File: src/rtl/mcode_pkg.sv
// rtl/mcode_pkg.sv - shared Manchester state encodings, symbol constants and width helpers
package mcode_pkg;

  typedef enum logic [2:0] {
    ST_IDLE,
    ST_PRE,
    ST_START,
    ST_DATA,
    ST_PAR,
    ST_GAP
  } mstate_t;

  // First half-symbol in bit 1, second half in bit 0.
  localparam logic [1:0] SYM1 = 2'b10;
  localparam logic [1:0] SYM0 = 2'b01;

  function automatic int clog2w(input int v);
    return (v <= 2) ? 1 : $clog2(v);
  endfunction

  function automatic int max3(input int a, input int b, input int c);
    int m;
    m = (a > b) ? a : b;
    return (m > c) ? m : c;
  endfunction

endpackage

File: src/rtl/mhalf_tick.sv
// rtl/mhalf_tick.sv - half-symbol strobe and phase generator
module mhalf_tick
  import mcode_pkg::*;
#(
  parameter int HALF_CYC = 1
) (
  input  logic clk,
  input  logic rst,
  input  logic en,
  output logic tick,
  output logic phase
);

  localparam int CW = clog2w(HALF_CYC);
  localparam logic [CW-1:0] LAST = CW'(HALF_CYC - 1);

  logic [CW-1:0] cnt;

  assign tick = en && (cnt == LAST);

  // Held at phase 0 while disabled so every frame starts on a first half.
  always_ff @(posedge clk or posedge rst) begin
    if (rst) begin
      cnt   <= '0;
      phase <= 1'b0;
    end else if (!en) begin
      cnt   <= '0;
      phase <= 1'b0;
    end else if (cnt == LAST) begin
      cnt   <= '0;
      phase <= ~phase;
    end else begin
      cnt <= cnt + 1'b1;
    end
  end

endmodule

File: src/rtl/mencode_tx.sv
// rtl/mencode_tx.sv - Manchester transmit framer: preamble, start, data MSB-first, parity, gap
module mencode_tx
  import mcode_pkg::*;
#(
  parameter int DATA_W   = 8,
  parameter int PRE_BITS = 8,
  parameter int HALF_CYC = 1,
  parameter int PARITY   = 1,
  parameter int GAP_BITS = 2
) (
  input  logic              clk,
  input  logic              rst,
  input  logic [DATA_W-1:0] tx_data,
  input  logic              tx_valid,
  output logic              tx_ready,
  output logic              dataout,
  output logic              tx_busy,
  output logic              tx_done
);

  localparam int BCW = clog2w(max3(PRE_BITS, DATA_W, GAP_BITS) + 1);
  localparam logic [BCW-1:0] PRE_LD  = BCW'(PRE_BITS - 1);
  localparam logic [BCW-1:0] DATA_LD = BCW'(DATA_W - 1);
  localparam logic [BCW-1:0] GAP_LD  = BCW'(GAP_BITS - 1);

  mstate_t           state, state_n;
  logic [BCW-1:0]    bit_cnt, bit_cnt_n;
  logic [DATA_W-1:0] shreg;
  logic              par_q;
  logic              tick, phase, bit_end, last;
  logic              bitval, half;
  logic [1:0]        sym;

  mhalf_tick #(.HALF_CYC(HALF_CYC)) u_tick (
    .clk   (clk),
    .rst   (rst),
    .en    (state != ST_IDLE),
    .tick  (tick),
    .phase (phase)
  );

  assign bit_end  = tick & phase;
  assign last     = (bit_cnt == '0);
  assign tx_ready = (state == ST_IDLE);
  assign tx_busy  = (state != ST_IDLE);

  always_comb begin
    state_n   = state;
    bit_cnt_n = bit_cnt;
    tx_done   = 1'b0;
    bitval    = 1'b0;
    case (state)
      ST_IDLE: begin
        if (tx_valid) begin
          state_n   = ST_PRE;
          bit_cnt_n = PRE_LD;
        end
      end
      ST_PRE: begin
        bitval = 1'b1;
        if (bit_end) begin
          if (last) begin
            state_n   = ST_START;
            bit_cnt_n = '0;
          end else begin
            bit_cnt_n = bit_cnt - 1'b1;
          end
        end
      end
      ST_START: begin
        if (bit_end) begin
          state_n   = ST_DATA;
          bit_cnt_n = DATA_LD;
        end
      end
      ST_DATA: begin
        bitval = shreg[DATA_W-1];
        if (bit_end) begin
          if (!last) begin
            bit_cnt_n = bit_cnt - 1'b1;
          end else if (PARITY != 0) begin
            state_n   = ST_PAR;
            bit_cnt_n = '0;
          end else if (GAP_BITS != 0) begin
            state_n   = ST_GAP;
            bit_cnt_n = GAP_LD;
          end else begin
            state_n = ST_IDLE;
            tx_done = 1'b1;
          end
        end
      end
      ST_PAR: begin
        bitval = par_q;
        if (bit_end) begin
          if (GAP_BITS != 0) begin
            state_n   = ST_GAP;
            bit_cnt_n = GAP_LD;
          end else begin
            state_n = ST_IDLE;
            tx_done = 1'b1;
          end
        end
      end
      ST_GAP: begin
        if (bit_end) begin
          if (last) begin
            state_n = ST_IDLE;
            tx_done = 1'b1;
          end else begin
            bit_cnt_n = bit_cnt - 1'b1;
          end
        end
      end
      default: state_n = ST_IDLE;
    endcase
  end

  assign sym  = bitval ? SYM1 : SYM0;
  assign half = phase ? sym[0] : sym[1];

  always_ff @(posedge clk or posedge rst) begin
    if (rst) begin
      state   <= ST_IDLE;
      bit_cnt <= '0;
    end else begin
      state   <= state_n;
      bit_cnt <= bit_cnt_n;
    end
  end

  always_ff @(posedge clk or posedge rst) begin
    if (rst) begin
      shreg   <= '0;
      par_q   <= 1'b0;
      dataout <= 1'b0;
    end else begin
      if (state == ST_IDLE && tx_valid) begin
        shreg <= tx_data;
        par_q <= ^tx_data;
      end else if (state == ST_DATA && bit_end) begin
        shreg <= shreg << 1;
      end
      // Line sits at the idle level outside the active part of a frame.
      dataout <= (state == ST_IDLE || state == ST_GAP) ? 1'b0 : half;
    end
  end

endmodule

File: config.mk
export PLATFORM = sky130hd
export DESIGN_NAME = mencode_tx
export DESIGN_NICKNAME = d
export VERILOG_FILES = /design/src/rtl/mcode_pkg.sv /design/src/rtl/mhalf_tick.sv /design/src/rtl/mencode_tx.sv
export SDC_FILE = /design/constraint.sdc
export NUM_CORES = 1
export LEC_CHECK = 0
export ABC_AREA = 1
export CAP_MARGIN = 30
export CORE_UTILIZATION = 35
export CTS_BUF_LIST = sky130_fd_sc_hd__clkbuf_8
export DETAILED_ROUTE_END_ITERATION = 6
export SYNTH_ARGS = -nofsm -noshare
export SYNTH_HDL_FRONTEND = slang
export SYNTH_SLANG_ARGS = --single-unit
File: constraint.sdc
create_clock -name clk -period 1.5 [get_ports clk]
set_input_delay 0.3 -clock clk [delete_from_list [all_inputs] [get_ports clk]]
set_output_delay 0.3 -clock clk [all_outputs]
set_load 0.1 [all_outputs]
==> impl_metrics.env <==
export IMPL_status="finished with violations"
export IMPL_failed_checks="setup timing"
export IMPL_fin_crit_ns=1.75
export IMPL_ys_warnings_count=0
export IMPL_core_sq_um=3340
export IMPL_synth_common_cells="75 x nand2_1, 21 x inv_1, 18 x dfrtp_1"
export IMPL_ys_ff_latch=18
export IMPL_vias=1218
export IMPL_power_w=0.00395
export IMPL_place_inst=252
export IMPL_timing_rr_end="bit_cnt[0]"
export IMPL_ios=15
export IMPL_clockPowerShare_pct=8.4
export IMPL_crit_fanout=2
export IMPL_die_h_um=61.0
export IMPL_globalplace_congestion=0.862
export IMPL_leakagePower_nw=0.912
export IMPL_postSynthCellCount=178
export IMPL_critPathKind="reg -> out"
export IMPL_synth_edf_count=0
export IMPL_routed_wl_mm=2.78
export IMPL_clk_pin_slew_ns=0.07
export IMPL_die_area_sq_um=3720
export IMPL_nFillCells=344
export IMPL_fmax_mhz=572
export IMPL_synth_seq_area_share_pct=37.0
export IMPL_utilization_pct=51.7
export IMPL_cts_tree="done"
export IMPL_p_int_w=0.00200
export IMPL_antenna_cells=0
export IMPL_synthArstFlopShare_pct=100
export IMPL_ant_nets=0
export IMPL_worst_ep_arrival_time_ns=1.45
export IMPL_rsz0062_at_grt="yes"
export IMPL_maxSlewHeadroom_pct=84.0
export IMPL_pwr_share_seq_pct=22.9
export IMPL_grt_pass1_wl_mm=4.78
export IMPL_antenna_found_initial=0
export IMPL_setup_tns_ns=-0.249
export IMPL_fin_cells=263
export IMPL_track_usage_pct=17.0
export IMPL_drt_iter0_markers=48
export IMPL_drc=0
export IMPL_syn_to_final_growth_pct=41.7
export IMPL_multi_input_area_sq_um=701
export IMPL_required_ns=1.20
export IMPL_syn_area_sq_um=1220
export IMPL_synth_area_leaders="dfrtp_1 37%, nand2_1 23%, inv_1 6.5%"
export IMPL_ff2ff_setup_slack_ns=0.06
export IMPL_clock_tree_root_cell="clkbuf_8"
export IMPL_syn_num_nets=191
export IMPL_avgSynthCellArea_sq_um=6.84
export IMPL_switching_share_pct=49.3
export IMPL_comb_power_share_pct=68.7
export IMPL_vias_per_cell=4.63
export IMPL_worst_slack_ns=-0.249
export IMPL_grt_pass1_vias=1138
export IMPL_period_share_pct=117
export IMPL_hold_path_class="in -> async"
export IMPL_register_area_sq_um=450
export IMPL_layout_drive_gt1_share_pct=24.9
export IMPL_grt_start_max_net_pins=19
export IMPL_numCtsBuffers=3
export IMPL_yosys_area_top_type="dfrtp_1"
export IMPL_ctsHoldBuffers=0
export IMPL_htreeDepth=1
export IMPL_reg2reg_from="state[2]"
export IMPL_yosysUniqueCellTypes=25
export IMPL_reg2reg_depth=8
export IMPL_p_sw_w=0.00195
export IMPL_finalSetupViolations=1
export IMPL_peakVddDrop_uv=555
export IMPL_post_drt_wl_per_cell_um=10.6
export IMPL_synth_top_area_share_pct=37.0
export IMPL_cts_sinks=18
export IMPL_clkLatencyLatePin_ns=0.25
export IMPL_place_area_sq_um=1590
export IMPL_die_x_um=61.0
export IMPL_worst_slew_pin_slew_ns=0.240
export IMPL_powerDensity_nw_per_um2=2290
export IMPL_hpwl_mm=2.14
export IMPL_ys_flop_type="dfrtp_1"
export IMPL_portBuffers=14
export IMPL_rows=21
export IMPL_gr_total_overflow=0
export IMPL_drtPass1Iterations=4
export IMPL_crit_path_start_kind="flip-flop"
export IMPL_nets=232
export IMPL_slew_violations=0
export IMPL_fin_skew_ns=0.00182
export IMPL_drv_cap=0
export IMPL_postLayoutCellArea_sq_um=1730
export IMPL_start_util_pct=36.5
export IMPL_cts_buffer_depth=2
export IMPL_hold_viol_final=0
export IMPL_yosysMostFrequentCell="nand2_1"
export IMPL_setup_worst_path_end_class="primary output"
[kinds of logic (layout without fill, tap and decap cells)]
logic type / Yosys count / count (layout) / share of synthesized area, %
DFF: 18 / 18 / 37.0
adders and majority gates: 2 / 2 / 2.06
and+or+nand+nor: 114 / 114 / 42.8
buffers and inverters: 28 / 67 / 9.76
AOI/OAI and AO/OA: 13 / 13 / 6.27
xor gates and xnor gates: 3 / 3 / 2.16
[final cells by class]
type | instances | share of cell area (%)
timing repair buffer | 37 | 20.4
tap | 46 | 3.34
clock buffer | 3 | 2.39
inverter | 27 | 7.11
multi-input combinational | 132 | 40.6
sequential | 18 | 26.1
[stage by stage]
step           setup slack [ns]  hold WS [ns]
3_3_place_gp            -0.0451         0.468
6_report                 -0.249         0.368
2_1_floorplan            -0.202         0.239
3_5_place_dp            -0.0644         0.466
5_1_grt                  -0.316         0.389
4_1_cts                  -0.263         0.384
[per-layer routing]
metal  share of wire [%]  GRT usage, %  up-vias  routed length [um]
met5                   0             0        -                   0
met4                0.29          5.84        0                   8
met3                 2.2          2.77        2                  62
met2                  54          30.0       22                1500
met1                  44          21.0      552                1210
li1                    -             -      642                   -
[critical path: stages, from the launching register on]
cell	delay [ns]
dfrtp_1	0.39
inv_2	0.08
ha_4	0.14
nand3_2	0.07
or2_4	0.25
nor2_4	0.10
buf_12	0.18
[layout by cell type, fill, tap and decap left out, drive strengths merged]
cell type and instances:
a31oi 1, buf 27, clkbuf 3, clkdlybuf4s50 10, clkinv 2, dfrtp 18, ha 2, inv 25
nand2 80, nand3 14, nand4 3, nor2 15, nor3 1, o211ai 4, o21ai 8, or2 1
xnor2 2, xor2 1
[power by group through the flow]
stage / sequential [W] / clock [W] / combinational (W)
after floorplan: 0.000993 / 0 / 0.00157
after global placement: 0.000907 / 0 / 0.00237
after detailed placement: 0.000912 / 0 / 0.00242
after CTS: 0.000907 / 0.000344 / 0.00250
after global routing: 0.000937 / 0.000360 / 0.00299
final: 0.000905 / 0.000331 / 0.00271
[timing repair]
| item | in CTS | in global routing |
|---|---|---|
| pin swaps | 5 | 3 |
| cloned | 0 | 0 |
| endpoints found under the hold margin | 0 | 0 |
| gates resized for setup | 0 | 7 |
| endpoints found under the setup margin | 2 | 11 |
| setup buffers | 3 | 5 |
[sequential cells by signal, indices dropped and copies added, names as in the netlist]
name / count
u_tick.phase: 1
dataout: 1
state: 3
par_q: 1
bit_cnt: 4
shreg: 8
[how the worst max path moves through the flow]
stage               start        to  slack [ns]  cells past startpoint
2_1_floorplan  bit_cnt[0]   tx_done       -0.20                      5
3_3_place_gp     tx_valid  shreg[2]       -0.05                      8
3_5_place_dp     tx_valid  shreg[2]       -0.06                      8
4_1_cts        bit_cnt[0]   tx_done       -0.26                      6
5_1_grt        bit_cnt[0]   tx_done       -0.32                      6
6_report       bit_cnt[0]   tx_done       -0.25                      6
(Power assumes the default switching activity.)
